[src/rtl/code_lock_seq.sv]
// N-button sequence combination lock with failed-attempt lockout and timed auto-relock.
// Optional CODE_PROG_EN macro adds prog_in and a PROG state that reprograms the code from OPEN.
module code_lock_seq #(
  parameter int NUM_BTN        = 2,
  parameter int CODE_LEN       = 6,
  parameter logic [CODE_LEN*((NUM_BTN > 2) ? $clog2(NUM_BTN) : 1)-1:0] CODE_INIT = 6'b110101,
  parameter int MAX_FAIL       = 3,
  parameter int LOCKOUT_CYCLES = 1024,
  parameter int OPEN_CYCLES    = 256
) (
  input  logic                          clk,
  input  logic                          reset_in,
`ifdef CODE_PROG_EN
  input  logic                          prog_in,
`endif
  input  logic [NUM_BTN-1:0]            btn_in,
  output logic                          out,
  output logic [3:0]                    hex_display,
  output logic [$clog2(MAX_FAIL+1)-1:0] fail_cnt,
  output logic                          locked_out
);

  localparam int SYM_W  = (NUM_BTN > 2) ? $clog2(NUM_BTN) : 1;
  localparam int CODE_W = CODE_LEN * SYM_W;
  localparam int FAIL_W = $clog2(MAX_FAIL + 1);
  localparam int TMR_W  = $clog2(((OPEN_CYCLES > LOCKOUT_CYCLES) ? OPEN_CYCLES : LOCKOUT_CYCLES) + 1);

  typedef enum logic [1:0] {
    ST_ENTER,
    ST_OPEN,
    ST_LOCKOUT,
    ST_PROG
  } state_t;

  state_t              r_state;
  logic [NUM_BTN-1:0]  r_btn_q;
  logic [3:0]          r_count;
  logic                r_mismatch;
  logic [FAIL_W-1:0]   r_fail;
  logic [TMR_W-1:0]    r_timer;
  logic                r_out;
  logic [3:0]          r_hex;
  logic                r_locked;

  logic [NUM_BTN-1:0]  w_rise;
  logic                w_press;
  logic                w_multi;
  logic [SYM_W-1:0]    w_idx;
  logic [SYM_W-1:0]    w_sym;
  logic                w_wrong;
  logic                w_last;
  logic [CODE_W-1:0]   w_code;

`ifdef CODE_PROG_EN
  logic [CODE_W-1:0]   r_code;
  logic [CODE_W-1:0]   r_prog_code;
  logic [CODE_W-1:0]   w_prog_next;

  assign w_code = r_code;

  always_comb begin
    w_prog_next = r_prog_code;
    w_prog_next[r_count*SYM_W +: SYM_W] = w_idx;
  end
`else
  assign w_code = CODE_INIT;
`endif

  assign w_rise  = btn_in & ~r_btn_q;
  assign w_press = |w_rise;
  // Clearing the lowest set bit leaves something only if two or more buttons rose together.
  assign w_multi = (w_rise & (w_rise - NUM_BTN'(1))) != '0;

  // NOTE: every combinational output gets a default first so no latch is inferred.
  always_comb begin
    w_idx = '0;
    for (int i = 0; i < NUM_BTN; i++) begin
      if (w_rise[i]) w_idx = SYM_W'(i);
    end
  end

  assign w_sym   = w_code[r_count*SYM_W +: SYM_W];
  assign w_wrong = w_multi | (w_idx != w_sym);
  assign w_last  = (r_count == 4'(CODE_LEN - 1));

  // NOTE: state registers use non-blocking assignments so every branch sees pre-edge values.
  always_ff @(posedge clk) begin
    // Edge history tracks btn_in even during reset, so a held button is never a press.
    r_btn_q <= btn_in;
    if (reset_in) begin
      r_state    <= ST_ENTER;
      r_count    <= '0;
      r_mismatch <= 1'b0;
      r_fail     <= '0;
      r_timer    <= '0;
      r_out      <= 1'b0;
      r_hex      <= 4'h0;
      r_locked   <= 1'b0;
`ifdef CODE_PROG_EN
      r_code      <= CODE_INIT;
      r_prog_code <= CODE_INIT;
`endif
    end else begin
      case (r_state)
        ST_ENTER: begin
          if (w_press) begin
            if (w_last) begin
              r_count    <= '0;
              r_mismatch <= 1'b0;
              if (!(r_mismatch || w_wrong)) begin
                r_state <= ST_OPEN;
                r_fail  <= '0;
                r_timer <= TMR_W'(OPEN_CYCLES - 1);
                r_out   <= 1'b1;
                r_hex   <= 4'hA;
              end else if (r_fail + 1'b1 == FAIL_W'(MAX_FAIL)) begin
                r_state  <= ST_LOCKOUT;
                r_fail   <= r_fail + 1'b1;
                r_timer  <= TMR_W'(LOCKOUT_CYCLES - 1);
                r_locked <= 1'b1;
                r_hex    <= 4'hE;
              end else begin
                r_fail <= r_fail + 1'b1;
                r_hex  <= 4'h0;
              end
            end else begin
              r_count    <= r_count + 1'b1;
              r_mismatch <= r_mismatch | w_wrong;
              r_hex      <= r_count + 1'b1;
            end
          end
        end

        ST_OPEN: begin
          if (w_press || r_timer == '0) begin
            r_state <= ST_ENTER;
            r_out   <= 1'b0;
            r_hex   <= 4'h0;
          end
`ifdef CODE_PROG_EN
          else if (prog_in) begin
            r_state <= ST_PROG;
            r_count <= '0;
            r_out   <= 1'b0;
            r_hex   <= 4'hC;
          end
`endif
          else begin
            r_timer <= r_timer - 1'b1;
          end
        end

        ST_LOCKOUT: begin
          if (r_timer == '0) begin
            r_state  <= ST_ENTER;
            r_fail   <= '0;
            r_locked <= 1'b0;
            r_hex    <= 4'h0;
          end else begin
            r_timer <= r_timer - 1'b1;
          end
        end

`ifdef CODE_PROG_EN
        ST_PROG: begin
          if (w_press && !w_multi) begin
            r_prog_code <= w_prog_next;
            if (w_last) begin
              r_code  <= w_prog_next;
              r_state <= ST_ENTER;
              r_count <= '0;
              r_hex   <= 4'h0;
            end else begin
              r_count <= r_count + 1'b1;
            end
          end
        end
`endif

        default: begin
          r_state <= ST_ENTER;
          r_count <= '0;
          r_out   <= 1'b0;
          r_hex   <= 4'h0;
        end
      endcase
    end
  end

  assign out         = r_out;
  assign hex_display = r_hex;
  assign fail_cnt    = r_fail;
  assign locked_out  = r_locked;

endmodule
[config.mk]
export PLATFORM = sky130hd
export DESIGN_NAME = code_lock_seq
export DESIGN_NICKNAME = d
export VERILOG_FILES = /design/src/rtl/code_lock_seq.sv
export SDC_FILE = /design/constraint.sdc
export NUM_CORES = 1
export LEC_CHECK = 0
export ABC_AREA = 1
export BUFFER_PORTS_ARGS = -buffer_cell sky130_fd_sc_hd__clkbuf_2
export CAP_MARGIN = 20
export CORE_ASPECT_RATIO = 1.75
export CORE_MARGIN = 2
export CORE_UTILIZATION = 40
export CTS_CLUSTER_DIAMETER = 150
export DETAILED_ROUTE_END_ITERATION = 10
export GPL_TIMING_DRIVEN = 0
export PLACE_DENSITY_LB_ADDON = 0.08
export REMOVE_ABC_BUFFERS = 1
export SLEW_MARGIN = 0
export SYNTH_ARGS = -nofsm -noshare
export SYNTH_HDL_FRONTEND = slang
export SYNTH_SLANG_ARGS = --single-unit
export TNS_END_PERCENT = 1
[constraint.sdc]
create_clock -name clk -period 1.7 [get_ports clk]
set_input_delay 0.425 -clock clk [delete_from_list [all_inputs] [get_ports clk]]
set_output_delay 0.425 -clock clk [all_outputs]
set_load 0.01 [all_outputs]
==> summary.txt <==
Sink Count = 28
Pleak = 1.07 nW
Synth async-reset ratio = 0
CTS clock-pin slew for the worst setup and hold paths = 0.11 ns
Worst path cell trace = inv_2 -> ha_2 -> inv_2 -> nor2_1 -> nand3_1 -> nor2_4 -> a21oi_4 -> nand2_4 -> nor2_4 -> buf_12 -> nor2_2 -> nor2_2
Total CTS buffers = 3
Vias in the first global route = 1650
Drt pass-1 iters = 4
Area growth, synth to finish = 19.9%
Unrepaired setup endpoints after global routing = yes
Worst reg-to-reg path cell count = 12
Mapped Avg Cell Area = 6.56 sq um
Seq cells post-synth = 28
DIE WIDTH = 55.2 microns
Detailed placer's ending HPWL = 3.02 mm
Initial antenna violation count = 0
Max Clk Rate = 610 MHz
Cell Area, Synth = 1840 sq um
Ys Warns = 0
Worst skew pair latency = 0.28 ns
Fin nets = 312
FF/Latch Area = 574 sq um
Met2 Usage GRT = 0.341
Die Y = 93.6 microns
CTS root buf = clkbuf_8
Die area = 5170 sq um
Min-delay worst type = in -> reg
Setup crit end kind = register
Final period utilization = 0.964
Hold depth = 1
P_sw = 0.368 mW
Combinational share of power = 0.135
Sw Ratio = 0.259
WL/cell = 11.7 microns
Via density = 4.81
Register area share after synthesis = 0.305
Pwr dens = 646 nW/um^2
Commonest non-fill, non-tap cells in the layout = 74 x nand2_1, 31 x inv_1, 28 x nor2_1, 23 x nor2_2, 21 x dfxtp_1
Post-synth top flop = dfxtp_1
WHS Endpoint = r_btn_q[1]
Iteration-0 DRC Markers = 37
Routed via count = 1679
DRC viols = 0
Layout cell share with drive strength beyond 1 = 0.295
Starting density of the core = 0.417
Area of the core = 4400 sq um
Min Tclk post-route = 1.64 ns
Sequential share of power = 0.485
First-pass GRT wire length = 6.78 mm
Pre-CTS WS = -0.234 ns
Final hold vios = 0
Total Power = 1.42 mW
Layout fillers = 478
Slowest-stage cell, CP = dfxtp_2
Hold Buf Count CTS = 0
Reg2reg setup slack = 0.06 ns
Setup Skew = 0.00980 ns
Pin count of the biggest net entering global routing = 18
Most Crowded Layer GR = met2
Hold path start = btn_in[1]
Post-DRT Antenna Nets = 0
Max cap viols = 0
P_int = 1.05 mW
WP data arrival = 1.82 ns
Worst slew pin tran = 0.555 ns
Worst reg2reg startpoint = r_timer[1]
Met1 usage = 0.150
Final Max Tran Viols = 0
Status = complete, no violations
CTS tree = built
Largest stage delay, worst path = 0.34 ns
Delay-heaviest family, CP = simple AND/OR/NAND/NOR gates
Global route overflow = 0
Max-slew headroom = 0.629
EDFF count, synth = 0
# port buffers = 11
Htree depth = 1
Total track usage = 0.164
Peak VDD IR = 0.308 mV
Crit Path Max Fanout = 8
Final setup margin = 0.0609 ns
Clock share of power = 0.381
Row Count = 32
Crit Path Class = reg -> reg
Startpoint types = register
Max Root-Sink Buffers = 2
Distinct cells, synth = 27
CP bufs+invs = 3
Total Wirelength = 4.10 mm
GR met3 Demand/Resource = 0.0152
Setup violations, final = 0
Data required time of the critical path = 1.88 ns
Post-synthesis cell count = 280
Layout Utilization = 0.500
Commonest non-fill, non-tap cell in the layout = nand2_1
Area taken by multi-input logic gates = 1240 sq um
GP Congestion = 0.803
# IOs = 12
# diodes = 0
R2R Path End = r_timer[6]
-- through the flow --
| stage | setup TNS [ns] | cell area [sq um] | hold slack [ns] | instances |
|---|---|---|---|---|
| finish | 0 | 2200 | 0.259 | 349 |
| global route | -0.0866 | 2200 | 0.245 | 349 |
| CTS | 0 | 2040 | 0.250 | 344 |
| detailed placement | -2.00 | 1920 | 0.443 | 338 |
| global placement | -2.15 | 1920 | 0.450 | 338 |
| floorplan | 0 | 1800 | 0.438 | 276 |
-- power groups by stage --
| stage | sequential [mW] | clock [mW] | combinational, mW |
|---|---|---|---|
| 2_1_floorplan | 0.703 | 0 | 0.128 |
| 3_3_place_gp | 0.703 | 0 | 0.175 |
| 3_5_place_dp | 0.703 | 0 | 0.175 |
| 4_1_cts | 0.689 | 0.561 | 0.181 |
| 5_1_grt | 0.691 | 0.584 | 0.219 |
| 6_report | 0.689 | 0.541 | 0.191 |
-- metal layers --
metal | wire (microns) | share of wire
met5 | 0 | 0
met4 | 71 | 0.017
met3 | 39 | 0.0095
met2 | 2380 | 0.58
met1 | 1610 | 0.39
-- worst register-to-register path: stages (launching register included) --
cell     delay [ns]
dfxtp_2        0.34
inv_2          0.07
ha_2           0.17
inv_2          0.04
nor2_1         0.07
nand3_1        0.11
nor2_4         0.20
a21oi_4        0.08
nand2_4        0.12
nor2_4         0.06
buf_12         0.14
nor2_2         0.09
nor2_2         0.04
-- sequential cells by signal (all words and copies together), names as in the netlist --
register	count
r_mismatch	1
r_btn_q	2
locked_out	1
fail_cnt	2
out	1
r_state	2
r_timer	11
r_count	4
hex_display	4
-- synth_stat cells (2+ instances only) --
master    count  share of area
nand2_1      79           0.16
a21oi_1      18          0.049
ha_1          9          0.061
dfxtp_1      28           0.31
xor2_1        3          0.014
o21ai_0      10          0.027
nor2_1       37          0.076
nor2_2       17          0.058
nor3_1        4          0.011
clkbuf_1      2         0.0041
nand3_1      12          0.033
inv_1        35          0.072
nand3_2       2          0.011
nand2_2       7          0.024
nand3_4       3          0.029
inv_2         3         0.0061
-- worst max path at each step --
| stage | from | end | slack (ns) | cells past startpoint |
|---|---|---|---|---|
| 2_1_floorplan | r_state[0] | r_timer[0] | 0.005 | 10 |
| 3_3_place_gp | r_state[0] | r_timer[2] | -0.23 | 10 |
| 3_5_place_dp | r_state[0] | r_timer[2] | -0.23 | 10 |
| 4_1_cts | r_count[1] | r_timer[2] | 0.002 | 11 |
| 5_1_grt | r_timer[0] | r_timer[9] | -0.02 | 13 |
| 6_report | r_timer[1] | r_timer[6] | 0.06 | 12 |
-- area by class of cell --
type | instances | area share
clock buffer | 3 | 0.0188
clock inverter | 1 | 0.0136
inverter | 38 | 0.0648
multi-input combinational | 211 | 0.562
sequential | 28 | 0.261
tap | 51 | 0.0290
timing repair buffer | 17 | 0.0512
-- cell families after synthesis --
group | after synthesis | share of synthesized area
adders and majority gates | 9 | 0.0614
DFF | 28 | 0.305
AOI/OAI and AO/OA | 32 | 0.0927
buffers and inverters | 42 | 0.0954
xor gates and xnor gates | 3 | 0.0143
and+or+nand+nor | 166 | 0.431
-- repair_timing --
action | 4_1_cts | 5_1_grt
pin swaps | 2 | 11
hold endpoints to repair | 0 | 0
cloned | 1 | 0
setup endpoints to repair | 23 | 20
resized for setup | 4 | 39
buffers inserted | 1 | 5
(Power assumes the default switching activity.)
